[config.mk]
export PLATFORM = sky130hd
export DESIGN_NAME = alu_seq_ctrl
export DESIGN_NICKNAME = d
export VERILOG_FILES = /design/src/rtl/alu_pkg.sv /design/src/rtl/alu_sticky_flags.sv /design/src/rtl/alu_seq_ctrl.sv
export SDC_FILE = /design/constraint.sdc
export NUM_CORES = 1
export LEC_CHECK = 0
export ABC_AREA = 1
export BUFFER_PORTS_ARGS = -buffer_cell sky130_fd_sc_hd__buf_2
export CORE_AREA = 5 5 59 61
export DETAILED_ROUTE_END_ITERATION = 6
export DIE_AREA = 0 0 64 66
export HOLD_SLACK_MARGIN = 0.02
export PLACE_DENSITY = 0.75
export SYNTH_ARGS = -nofsm -noshare
export SYNTH_HDL_FRONTEND = slang
export SYNTH_SLANG_ARGS = --single-unit
[constraint.sdc]
create_clock -name clk -period 1.4 [get_ports clk]
set_clock_uncertainty 0.2 [all_clocks]
set_input_delay 0.14 -clock clk [delete_from_list [all_inputs] [get_ports clk]]
set_output_delay 0.14 -clock clk [all_outputs]
set_load 0.05 [all_outputs]
[src/rtl/alu_pkg.sv]
// Shared ALU definitions: opcode encodings, sequencer FSM state encoding
// and a helper to classify arithmetic opcodes.
package alu_pkg;

  localparam int OP_W = 3;

  localparam logic [OP_W-1:0] ALU_ADD = 3'b000;
  localparam logic [OP_W-1:0] ALU_SUB = 3'b001;
  localparam logic [OP_W-1:0] ALU_AND = 3'b010;
  localparam logic [OP_W-1:0] ALU_OR  = 3'b011;
  localparam logic [OP_W-1:0] ALU_XOR = 3'b100;
  localparam logic [OP_W-1:0] ALU_NOT = 3'b101;
  localparam logic [OP_W-1:0] ALU_LSH = 3'b110;
  localparam logic [OP_W-1:0] ALU_RSH = 3'b111;

  localparam logic [1:0] S_IDLE = 2'd0;
  localparam logic [1:0] S_EXEC = 2'd1;
  localparam logic [1:0] S_RESP = 2'd2;

  // Only ADD and SUB contribute to the sticky carry/overflow status.
  function automatic logic is_add_sub(input logic [OP_W-1:0] op);
    return (op == ALU_ADD) || (op == ALU_SUB);
  endfunction

endpackage

[src/rtl/alu_sticky_flags.sv]
// Sticky carry/overflow status bits. A clear in the same cycle as a
// qualified update is applied first, so the result is just the new flag.
module alu_sticky_flags (
  input  logic clk,
  input  logic rst,
  input  logic update,
  input  logic qualify,
  input  logic clr,
  input  logic carry,
  input  logic ovf,
  output logic sticky_carry,
  output logic sticky_ovf
);

  logic [1:0] flag_in;
  logic [1:0] sticky_reg;
  logic [1:0] sticky_next;

  assign flag_in = {ovf, carry};

  generate
    for (genvar gi = 0; gi < 2; gi++) begin : g_flag
      assign sticky_next[gi] = (clr ? 1'b0 : sticky_reg[gi])
                             | (update & qualify & flag_in[gi]);
    end
  endgenerate

  always_ff @(posedge clk) begin
    if (rst) begin
      sticky_reg <= '0;
    end else begin
      sticky_reg <= sticky_next;
    end
  end

  assign sticky_carry = sticky_reg[0];
  assign sticky_ovf   = sticky_reg[1];

endmodule

[src/rtl/alu_seq_ctrl.sv]
// Command sequencer in front of the combinational alu: owns acc/b/op
// registers, captures alu result one cycle after issue, returns it on rsp.
module alu_seq_ctrl
  import alu_pkg::*;
#(
  parameter int N       = 4,
  parameter int COUNT_W = 8
) (
  input  logic               clk,
  input  logic               rst,
  input  logic               cmd_valid,
  output logic               cmd_ready,
  input  logic               cmd_load,
  input  logic [OP_W-1:0]    cmd_op,
  input  logic [N-1:0]       cmd_operand,
  output logic [N-1:0]       alu_a,
  output logic [N-1:0]       alu_b,
  output logic [OP_W-1:0]    alu_op,
  input  logic [N-1:0]       alu_result,
  input  logic               alu_zero,
  input  logic               alu_carry,
  input  logic               alu_overflow,
  output logic               rsp_valid,
  input  logic               rsp_ready,
  output logic [N-1:0]       rsp_result,
  output logic               rsp_zero,
  output logic               rsp_carry,
  output logic               rsp_overflow,
  input  logic               clr_sticky,
  output logic               sticky_carry,
  output logic               sticky_ovf,
  output logic [N-1:0]       acc,
  output logic [COUNT_W-1:0] op_count
);

  logic [1:0]         state_reg;
  logic [1:0]         state_next;
  logic [N-1:0]       acc_reg;
  logic [N-1:0]       b_reg;
  logic [OP_W-1:0]    op_reg;
  logic [N-1:0]       rsp_result_reg;
  logic               rsp_zero_reg;
  logic               rsp_carry_reg;
  logic               rsp_overflow_reg;
  logic [COUNT_W-1:0] op_count_reg;
  logic               accept;
  logic               in_exec;

  // Ready depends only on state and rsp_ready, never on cmd_*, so the
  // response channel has no combinational path from the command side.
  assign cmd_ready = (state_reg == S_IDLE) || ((state_reg == S_RESP) && rsp_ready);
  assign accept    = cmd_valid && cmd_ready;
  assign in_exec   = (state_reg == S_EXEC);

  always_comb begin
    state_next = state_reg;
    case (state_reg)
      S_IDLE, S_RESP: begin
        if (accept) begin
          state_next = cmd_load ? S_RESP : S_EXEC;
        end else if ((state_reg == S_RESP) && rsp_ready) begin
          state_next = S_IDLE;
        end
      end
      S_EXEC:  state_next = S_RESP;
      default: state_next = S_IDLE;
    endcase
  end

  always_ff @(posedge clk) begin
    if (rst) begin
      state_reg        <= S_IDLE;
      acc_reg          <= '0;
      b_reg            <= '0;
      op_reg           <= '0;
      rsp_result_reg   <= '0;
      rsp_zero_reg     <= 1'b0;
      rsp_carry_reg    <= 1'b0;
      rsp_overflow_reg <= 1'b0;
      op_count_reg     <= '0;
    end else begin
      state_reg <= state_next;
      if (accept) begin
        if (cmd_load) begin
          acc_reg          <= cmd_operand;
          rsp_result_reg   <= cmd_operand;
          rsp_zero_reg     <= (cmd_operand == '0);
          rsp_carry_reg    <= 1'b0;
          rsp_overflow_reg <= 1'b0;
        end else begin
          b_reg  <= cmd_operand;
          op_reg <= cmd_op;
        end
      end
      // accept cannot coincide with EXEC because cmd_ready is low there.
      if (in_exec) begin
        acc_reg          <= alu_result;
        rsp_result_reg   <= alu_result;
        rsp_zero_reg     <= alu_zero;
        rsp_carry_reg    <= alu_carry;
        rsp_overflow_reg <= alu_overflow;
        op_count_reg     <= op_count_reg + COUNT_W'(1);
      end
    end
  end

  alu_sticky_flags u_sticky (
    .clk          (clk),
    .rst          (rst),
    .update       (in_exec),
    .qualify      (is_add_sub(op_reg)),
    .clr          (clr_sticky),
    .carry        (alu_carry),
    .ovf          (alu_overflow),
    .sticky_carry (sticky_carry),
    .sticky_ovf   (sticky_ovf)
  );

  assign alu_a        = acc_reg;
  assign alu_b        = b_reg;
  assign alu_op       = op_reg;
  assign acc          = acc_reg;
  assign rsp_valid    = (state_reg == S_RESP);
  assign rsp_result   = rsp_result_reg;
  assign rsp_zero     = rsp_zero_reg;
  assign rsp_carry    = rsp_carry_reg;
  assign rsp_overflow = rsp_overflow_reg;
  assign op_count     = op_count_reg;

endmodule

### Yosys cells after proc, flatten, opt, wreduce, memory -nomap -nowiden

Index checks and enable logic that the tools add are counted.

| storage, ports and cells | value |
|---|---|
| bits in registers | 26 |
| latch bits | 0 |
| RAM bits | 0 |
| bits in read-only memories | 0 |
| input port bits | 20 |
| word-level logic and storage cells | 48 |
| memories | 0 |

| operators by class | value |
|---|---|
| add/subtract/negate cells | 1 |
| multipliers | 0 |
| divide/modulo/power cells | 0 |
| order comparisons | 0 |
| equality and inequality tests | 4 |
| shift-type cells | 0 |
| mux-type cells | 16 |
| bitwise operators | 6 |
| reduce and logical (&&, ||, !) cells | 12 |

Operators by type and width:

| cell | number |
|---|---|
| two-way mux 4 bit | 3 |
| two-way mux 1 bit | 9 |
| adder 8 x 1 -> 8 bit, second input constant | 1 |
| two-way mux 2 bit | 3 |
| logical NOT 4 bit | 1 |
| case mux 2 bit (2 select lines) | 1 |
| AND reduction 2 bit | 2 |
| nonzero test 2 bit | 2 |
| bitwise AND 1 bit | 3 |
| equality test 3 x 1 -> 1 bit, second input constant | 1 |
| logical NOT 3 bit | 1 |
| != test 3 bit, second input constant | 1 |
| equality test 2 x 1 -> 1 bit, second input constant | 1 |
| equality test 2 bit, second input constant | 1 |
| logical AND 1 bit | 2 |
| logical NOT 2 bit | 1 |
| logical OR 1 bit | 2 |
| bitwise OR 1 bit | 2 |
| OR reduction 2 bit | 1 |
| NOT 1 bit | 1 |

### Depth between registers and ports, before layout

Gate-level depths: netlist of run 1.

| depth | value |
|---|---|
| word-level depth | 6 |
| mapped depth | 8 |

### By module

Synthesis of run 1 repeated with hierarchy kept, for this count alone.

| second synthesis, totals | value |
|---|---|
| cell total of the unflattened synthesis | 173 |
| area, all modules | 1,226.2 µm² |

Modules (own cells, without submodules):

| module | times used | cells an instance | area an instance (µm²) | seq. area each (µm²) |
|---|---|---|---|---|
| alu_seq_ctrl | 1 | 164 | 1,154.9 | 480.5 |
| alu_sticky_flags | 1 | 9 | 71.3 | 40.0 |

### Worst setup path before layout of run 1

OpenSTA, ideal clock, no wires.

| path | value |
|---|---|
| path type | reg-to-reg |
| from | register state_reg[0] |
| to | register b_reg[0] (netlist: alu_b[0]) |
| library setup time | 71 ps |
| arrival | 1,613 ps |
| path slack | -484 ps |
| cell stages (with the launch flop) | 4 |
| path buffers | 0 |
| period minus slack after synthesis | 1,884 ps |
| cells stage by stage | dfxtp_1 a21oi_1 nand4_1 a21oi_1 |

| on the way | value |
|---|---|
| word-level cells in the longest chain between the ends | 5 |

Ends and longest elaborated chain:

| what | RTL line | text |
|---|---|---|
| from (decl) | alu_seq_ctrl.sv:36 | `logic [1:0] state_reg;` |
| from (signal assigned) | alu_seq_ctrl.sv:82 | `state_reg <= state_next;` |
| equality test 2 bit | alu_seq_ctrl.sv:51 | `assign cmd_ready = (state_reg == S_IDLE) \|\| ((state_reg == S_RESP) && rsp_ready);` |
| logical AND 1 bit | alu_seq_ctrl.sv:51 |  |
| logical OR 1 bit (*) | alu_seq_ctrl.sv:51 |  |
| via cmd_ready | alu_seq_ctrl.sv:12 | `output logic cmd_ready,` |
| logical AND 1 bit (*) | alu_seq_ctrl.sv:52 | `assign accept = cmd_valid && cmd_ready;` |
| AND reduction 2 bit (no source line) (*) | n/a |  |
| to (signal assigned) | alu_seq_ctrl.sv:91 | `b_reg <= cmd_operand;` |
| to (decl) | alu_seq_ctrl.sv:39 | `logic [N-1:0] b_reg;` |

The timed path passes the listed nets; every way through them passes the cells marked *.
A chain may end at the register's enable or synchronous reset.

### Worst setup path in the final report of run 1

| path | value |
|---|---|
| from | register state_reg[1] |
| to | output cmd_ready |

| on the way | value |
|---|---|
| word-level cells in the longest chain between the ends | 3 |

Ends and longest elaborated chain:

| what | RTL line |
|---|---|
| equality test 2 bit | alu_seq_ctrl.sv:51 |
| logical AND 1 bit | alu_seq_ctrl.sv:51 |
| logical OR 1 bit (*) | alu_seq_ctrl.sv:51 |
| to (decl) | alu_seq_ctrl.sv:12 |

Every way passes the cells marked *; elsewhere a longest branch is shown, timed or not.

==> out/metrics.yaml, run 1 <==
route.detailed.drc: 0
clockBufferDepth: 2
coreArea_mm2: 0.00293
fmax_mhz: 687
ant_nets: 0
clkTransAtPathRegs_ns: 0.14
ios: 54
ys_types: 21
violations: "setup timing"
syn_inst: 176
start_kind: "flip-flop"
overflow: 0
synth_area_leaders: "dfxtp_1 41%, nand2_1 13%, a21oi_1 7.2%"
critPathKind: "reg -> out"
power_density_mw_per_mm2: 916
path_cells: "buf_6 > a21oi_4 > buf_6"
status: "complete, but fails checks"
grt_pass1_wl_um: 5330
fin_nets: 267
h-tree-depth: 1
initial_core_util_pct: 42.9
drive_above_1_share_pct: 35.1
cts_tree: "built"
cpMostUsedCell: "buf_6"
fill_cells: 253
critical_path_required_ns: 1.06
syn_area_mm2: 0.00125
place_congestion: 0.773
routed_via_density: 4.81
multi_input_area_um2: 619
dieArea_mm2: 0.00422
cp_slowest_cell: "dfxtp_2"
clock-sinks: 26
root_buffer: "clkbuf_4"
dp_hpwl_um: 2230
die_x_um: 64
fin_ws_ns: -0.0553
avgRoutedWirePerCell_um: 11.6
fp.dieH_um: 66
synthDominantCellAreaShare_pct: 41.5
worst_pin_slew_ns: 0.260
setup_viol: 3
largest_reg_flops: 8
design_area_mm2: 0.00184
cts_buffers: 3
hold_viol: 0
syn-num-nets: 197
portBuffers: 53
rows: 20
grt_pass1_vias: 1251
grt_max_degree: 16
antenna_cells: 0
hold_path.class: "in -> reg"
wl_um: 3230
fin_crit_ns: 1.46
ir_worst_vdd_mv: 0.842
first_pass_iters: 5
yosys_warnings: 0
areaGrowthSynthToFinish_pct: 46.6
path_max_fanout: 3
crit_arrival_ns: 1.12
grt_usage_pct: 15.5
drt_iter0_markers: 32
fin_util_pct: 62.8
synth-seq-cells: 26
final_max_slew_viol_count: 0
seq_area_um2: 534
seq_area_frac_synth_pct: 41.5
maxCapViolCount: 0
syn_area_per_cell_um2: 7.13
cp_slowest_stage_delay_ns: 0.37
relSlewSlack_pct: 82.6
placed_cell_area_mm2: 0.00155
num_vias: 1337
clock_latency_ns: 0.31
endpoint_kind: "primary output"
p_leak_nw: 0.919
antenna_found_initial: 0
yosys.area.top_type: "dfxtp_1"
fin_crit_sh_pct: 104
grt_setup_unrepaired: "yes"
==> layer usage <==
metal  GRT usage [%]  vias up  part of all wire (%)  wire [µm]
met1            19.3      602                    44       1430
met2            26.1       35                    48       1540
met5               0        -                     0          0
met4            3.90        0                  0.56         18
met3            4.25        2                   7.3        237
li1                -      698                     -          -
==> worst max-delay path, delay by kind of cell (launching register included) <==
family | cells | cell delay (ns)
compound gates | 1 | 0.14
buf+inv | 2 | 0.30
flops | 1 | 0.37
==> layout make-up <==
class / count / area share, %
Clock buffer: 4 / 1.97
Inverter: 16 / 3.47
Multi-Input combinational cell: 119 / 33.7
Sequential cell: 26 / 29.0
Tap cell: 33 / 2.24
Timing Repair Buffer: 80 / 29.6
==> through the flow <==
step	TNS [ns]	hold slack [ns]	cells	worst slack [ns]	total power [mW]
after CTS	-0.0805	0.0676	278	-0.0413	1.68
final	-0.108	0.0430	278	-0.0553	1.68
after global placement	0	0.163	255	0.0670	1.25
after detailed placement	0	0.178	255	0.0361	1.26
after floorplan	-0.0635	0.00907	176	-0.0635	1.16
after global routing	-0.761	0.0525	278	-0.0972	1.76
==> where the power goes <==
group / switching [mW] / internal, mW
Combinational: 0.344 / 0.169
Sequential: 0.0240 / 0.773
Clock: 0.217 / 0.159
Total: 0.584 / 1.10
==> synthesized netlist by cell type <==
cell type,instances
nand2_1,45
dfxtp_1,26
nor2_1,24
a21oi_1,18
inv_1,14
buf_4,10
nand3_1,8
nand4_1,8
nand3b_1,5
buf_2,3
clkbuf_1,2
inv_2,2
nand4_2,2
o21ai_0,2
ha_1,1
nand2_2,1
nand3_2,1
nor2_4,1
nor3_2,1
o21a_1,1
o21bai_1,1
==> placed cells by master (no fill, tap or decap), types with 3 or more instances in the layout <==
master          n
nand3_1         8
nand4_1         8
clkbuf_4        4
inv_2           3
buf_2          50
nand3b_1        5
a21oi_1        17
inv_1          12
buf_6           5
nor2_1         23
dlygate4sd3_1  17
dfxtp_1        19
dfxtp_2         5
nand2_1        45
buf_4           6
==> final timing paths <==
check	to	from	cells past startpoint	slack, ns
setup / recovery	cmd_ready	state_reg[1]	3	-0.06
hold / removal	state_reg[0]	cmd_load	4	0.04
setup reg to reg	rsp_result[0]	state_reg[0]	7	0
hold reg to reg	op_count[5]	op_count[5]	2	0.27
==> cells by family (layout without fill, tap and decap cells) <==
group	after synthesis	in the layout	synth area share, %
flops	26	26	41.5
buf+inv	31	100	12.6
simple gates	96	96	35.8
compound gates	22	22	9.17
fa+ha+maj	1	1	0.997
==> repair_timing <==
item / in CTS / in global routing
pin swaps: 1 / 0
buffers inserted: 2 / 0
gates cloned: 0 / 0
endpoints found under the hold margin: 18 / 0
endpoints found under the setup margin: 2 / 15
hold buffers: 17 / 0
gates resized for setup: 13 / 6
Note: power is estimated with default switching activity, not from simulation.
==> inputs of run 2 (changes only) <==
TNS_END_PERCENT = 5   (was default)
==> out/metrics.yaml, run 2 (synthesis results as in run 1) <==
initial_core_util_pct: 42.9  # unchanged
cts_tree: "built"
clock_latency_ns: 0.33  # +0.02 ns
portBuffers: 53  # unchanged
grt_max_degree: 16  # unchanged
die_x_um: 64  # unchanged
overflow: 0  # unchanged
power_density_mw_per_mm2: 973  # +6.2%
endpoint_kind: "primary output"
clockBufferDepth: 2  # unchanged
dieArea_mm2: 0.00422  # unchanged
fin_nets: 271  # +1.5%
critPathKind: "reg -> out"
path_max_fanout: 3  # unchanged
coreArea_mm2: 0.00293  # unchanged
power_switching_mw: 0.639  # +9.3%
root_buffer: "clkbuf_4"
violations: "setup timing"
p_clk_share_pct: 28.4  # +6.1 points
clkTransAtPathRegs_ns: 0.15  # about the same
route.detailed.drc: 0  # unchanged
antenna_cells: 0  # unchanged
antenna_found_initial: 0  # unchanged
seq_power_share_pct: 42.2  # -5.1 points
grt_pass1_wl_um: 5830  # +9.5%
largest_reg_flops: 8  # unchanged
place_congestion: 0.772  # -0.10%
setup_viol: 2  # -1
post-place-cells: 253  # -0.78%
grt_pass1_vias: 1362  # +8.9%
clock-sinks: 26  # unchanged
worst_pin_slew_ns: 0.262  # +0.00196 ns
p_leak_nw: 0.961  # +4.5%
fin_ws_ns: -0.0928  # -0.0375 ns
critical_path_required_ns: 1.06  # about the same
cts_buffers: 3  # unchanged
layout_commonest_cell: "buf_2"
fmax_mhz: 670  # -2.5%
layoutNonFillerInstCount: 282  # +1.4%
timing.setup.tns_ns: -0.167  # -0.0590 ns
relSlewSlack_pct: 82.5  # -0.13 points
power_mw: 1.89  # +12%
rows: 20  # unchanged
sw_frac_of_total_pct: 33.9  # -0.84 points
hold_viol: 0  # unchanged
drt_iter0_markers: 68  # +110%
first_pass_iters: 4  # -1
areaGrowthSynthToFinish_pct: 54.5
grt_setup_unrepaired: "yes"
drive_above_1_share_pct: 36.9  # +1.8 points
fin_crit_sh_pct: 107  # +2.7 points
final_max_slew_viol_count: 0  # unchanged
ir_worst_vdd_mv: 0.664  # -21%
num_vias: 1465  # +9.6%
fill_cells: 220  # -13%
grt_usage_pct: 17.0  # +1.6 points
maxCapViolCount: 0  # unchanged
fp.dieH_um: 66  # unchanged
comb_power_share_pct: 29.5  # -0.9 points
ant_nets: 0  # unchanged
hold_path.class: "in -> reg"
crit_arrival_ns: 1.15  # +0.03 ns
ios: 54  # unchanged
timing.hold.ws_ns: 0.0645  # +0.0215 ns
p_int_mw: 1.25  # +13%
fin_crit_ns: 1.49  # +0.0375 ns
avgRoutedWirePerCell_um: 13.9  # +20%
status: "complete, but fails checks"
wl_um: 3930  # +22%
dp_hpwl_um: 2260  # +1.7%
routed_via_density: 5.20  # +8.0%
dp_slack_ns: 0.00393  # -0.0322 ns
start_kind: "flip-flop"
h-tree-depth: 1  # unchanged
layout_common_cells: "49 x buf_2, 44 x nand2_1, 23 x nor2_1"
-- run 2: cell types whose count changed in the layout (fill, tap and decap cells not counted), sizes merged --
cell / change
bufinv: +1
buf: +2
nand4: +1
-- run 2: critical path: stages, from the launching register on --
cell and delay, ns:
dfxtp_4 0.39, buf_6 0.12, a21oi_4 0.15, buf_8 0.17
-- run 2: layout make-up --
| class | count | area (µm²) | share of cell area [%] |
|---|---|---|---|
| Timing Repair Buffer | 83 | 586 | 30.2 |
| Tap cell | 33 | 41.3 | 2.13 |
| Multi-Input combinational cell | 120 | 659 | 34.0 |
| Sequential cell | 26 | 537 | 27.7 |
| Clock inverter | 1 | 30.0 | 1.55 |
| Clock buffer | 3 | 22.5 | 1.16 |
| Inverter | 16 | 63.8 | 3.29 |
-- run 2: power groups by stage --
stage | Clock, mW | Combinational [mW] | Sequential [mW]
after detailed placement | 0 | 0.445 | 0.812
after CTS | 0.536 | 0.520 | 0.794
after floorplan | 0 | 0.247 | 0.918
final | 0.535 | 0.556 | 0.795
after global routing | 0.562 | 0.589 | 0.801
after global placement | 0 | 0.441 | 0.811
-- run 2: what timing repair did --
action | 4_1_cts | 5_1_grt
resized for setup | 16 | 13
endpoints found under the hold margin | 18 | 0
cloned | 0 | 1
buffers inserted | 6 | 1
hold buffers | 17 | 0
setup endpoints to repair | 7 | 24
pin swaps | 2 | 6
-- run 2: final timing paths --
| path | to | startpoint | cells past startpoint | slack (ns) |
|---|---|---|---|---|
| worst min-delay path | rsp_result[3] | cmd_load | 5 | 0.06 |
| worst max-delay path | cmd_ready | state_reg[0] | 3 | -0.09 |
| worst min register to register | op_count[5] | op_count[5] | 2 | 0.27 |
| worst max register to register | alu_op[2] | state_reg[0] | 5 | 0.02 |
-- run 2: metrics by stage --
| step | utilization (%) | cell area [µm²] |
|---|---|---|
| 2_1_floorplan | - | 1280 |
| 3_3_place_gp | 52.7 | 1540 |
| 3_5_place_dp | 52.7 | 1540 |
| 4_1_cts | 63.7 | 1860 |
| 6_report | 66.2 | 1940 |
| 5_1_grt | 66.2 | 1940 |
-- run 2: routing by layer --
layer	up-vias	GRT usage, %	routed length, µm
met5	-	0	0
met4	0	4.68	65
met3	8	3.06	250
met2	57	33.7	2030
met1	690	18.0	1580
li1	710	-	-
==> inputs of run 3 (changes only) <==
--- a/config.mk
+++ b/config.mk
@@ -12,4 +12,5 @@
 export DIE_AREA = 0 0 64 66
 export HOLD_SLACK_MARGIN = 0.02
+export MAX_ROUTING_LAYER = met4
 export PLACE_DENSITY = 0.75
 export SYNTH_ARGS = -nofsm -noshare
==> constraint.sdc (replaced) <==
create_clock -name clk -period 1.4 [get_ports clk]
set_clock_uncertainty 0.2 [all_clocks]
set_input_delay 0.07 -clock clk [delete_from_list [all_inputs] [get_ports clk]]
set_output_delay 0.07 -clock clk [all_outputs]
set_load 0.05 [all_outputs]
==> out/metrics.yaml, run 3 (synthesis results as in run 1) <==
initial_core_util_pct: 42.9  # unchanged
path_cells: "buf_6 > a21oi_4 > buf_6"
path_max_fanout: 3  # unchanged
coreArea_mm2: 0.00293  # unchanged
portBuffers: 53  # unchanged
layout_commonest_cell: "buf_2"
power_density_mw_per_mm2: 989  # +1.7%
dp_hpwl_um: 2300  # +1.5%
ant_nets: 0  # unchanged
areaGrowthSynthToFinish_pct: 48.6
cpMostUsedCell: "buf_6"
violations: "setup timing"
num_vias: 1342  # -8.4%
critPathKind: "reg -> out"
critical_path_required_ns: 1.13  # +0.07 ns
fin_ws_ns: -0.0520  # +0.0408 ns
fin_util_pct: 63.7  # -2.6 points
largest_reg_flops: 8  # unchanged
grt_pass1_wl_um: 5600  # -4.0%
placed_cell_area_mm2: 0.00153  # -0.97%
overflow: 0  # unchanged
drive_above_1_share_pct: 35.2  # -1.7 points
fin_nets: 266  # -1.8%
grt_setup_unrepaired: "yes"
path_buf_inv: 2  # unchanged
drt_iter0_markers: 34  # -50%
grt_pass1_vias: 1278  # -6.2%
clockBufferDepth: 2  # unchanged
fmax_mhz: 689  # +2.8%
p_leak_nw: 0.923  # -3.9%
routed_via_density: 4.84  # -6.7%
cp_slowest_stage_delay_ns: 0.39  # about the same
fin_crit_sh_pct: 104  # -2.9 points
timing.setup.tns_ns: -0.0885  # +0.0784 ns
clock-sinks: 26  # unchanged
setup_viol: 4  # +2
grt_max_degree: 16  # unchanged
clkTransAtPathRegs_ns: 0.15  # about the same
antenna_found_initial: 0  # unchanged
hold_viol: 0  # unchanged
final_max_slew_viol_count: 0  # unchanged
h-tree-depth: 1  # unchanged
crit_arrival_ns: 1.18  # +0.03 ns
relSlewSlack_pct: 82.4  # -0.10 points
hold_path.class: "in -> reg"
ios: 54  # unchanged
layoutNonFillerInstCount: 277  # -1.8%
grt_usage_pct: 16.8  # -0.24 points
cts_buffers: 3  # unchanged
status: "complete, but fails checks"
cp_slowest_cell: "dfxtp_4"
cts_tree: "built"
clock_latency_ns: 0.33  # about the same
endpoint_kind: "primary output"
worst_pin_slew_ns: 0.263  # +0.00125 ns
post-place-cells: 251  # -0.79%
ir_worst_vdd_mv: 0.927  # +40%
dieArea_mm2: 0.00422  # unchanged
fp.dieH_um: 66  # unchanged
fill_cells: 240  # +9.1%
route.detailed.drc: 0  # unchanged
wl_um: 3380  # -14%
place_congestion: 0.785  # +1.7%
multi_input_area_um2: 631  # -4.4%
antenna_cells: 0  # unchanged
seq_area_um2: 536  # -0.23%
fin_crit_ns: 1.45  # -0.0408 ns
start_kind: "flip-flop"
maxCapViolCount: 0  # unchanged
root_buffer: "clkbuf_4"
layout_common_cells: "51 x buf_2, 45 x nand2_1, 23 x nor2_1"
power_mw: 1.84  # -2.3%
first_pass_iters: 4  # unchanged
cp_top_family: "flip-flops"
design_area_mm2: 0.00186  # -3.9%
avgRoutedWirePerCell_um: 12.2  # -13%
die_x_um: 64  # unchanged
rows: 20  # unchanged
[run 3: changes by cell type in the layout (fill, tap and decap cells not counted), sizes merged]
cell	previous run	this run
nand4	11	10
clkbuf	5	3
dlygate4sd3	17	18
buf	64	61
[run 3: where the power goes]
group          switching [mW]  leakage [nW]  internal (mW)
clock network           0.239        0.0279          0.290
logic                   0.349         0.680          0.170
registers              0.0233         0.216          0.772
total                   0.611         0.923           1.23
[run 3: timing repair]
action | CTS | global route
buffers inserted | 4 | 0
setup endpoints to repair | 7 | 24
resized for setup | 9 | 12
hold endpoints to repair | 23 | 0
pin swaps | 1 | 2
cloned | 0 | 0
hold buffers | 18 | 0
[run 3: tightest hold or removal path: stages]
cell and delay, ns:
buf_2 0.12, nand4_4 0.18, a21oi_1 0.09, nor2_1 0.08
[run 3: area by class of cell]
class | instances | area share (%)
clock buffers | 3 | 1.21
multi-input cells | 119 | 33.8
repair buffers | 79 | 28.9
flip-flops and latches | 26 | 28.7
inverters | 16 | 3.56
clock inverters | 1 | 1.61
well taps | 33 | 2.21
[run 3: stage by stage]
| step | hold slack, ns | setup WS [ns] |
|---|---|---|
| floorplan | -0.0609 | -0.0391 |
| finish | 0.0288 | -0.0520 |
| global route | 0.0493 | -0.0914 |
| CTS | 0.0806 | -0.0253 |
| global placement | 0.0925 | 0.0296 |
| detailed placement | 0.0959 | -0.00544 |
[run 3: path summary, 6_finish.rpt]
path / start / to / slack (ns) / cells past startpoint
max reg2reg: state_reg[0] / rsp_result[1] / -0.02 / 7
max: state_reg[0] / cmd_ready / -0.05 / 3
min reg2reg: op_count[5] / op_count[5] / 0.27 / 2
min: cmd_valid / rsp_zero / 0.03 / 4
[run 3: layer usage]
| metal | track usage [%] | vias to the layer above | wire (µm) |
|---|---|---|---|
| li1 | - | 703 | - |
| met1 | 18.9 | 592 | 1420 |
| met2 | 29.5 | 41 | 1700 |
| met3 | 2.89 | 6 | 212 |
| met4 | 6.23 | 0 | 53 |
| met5 | - | - | 0 |
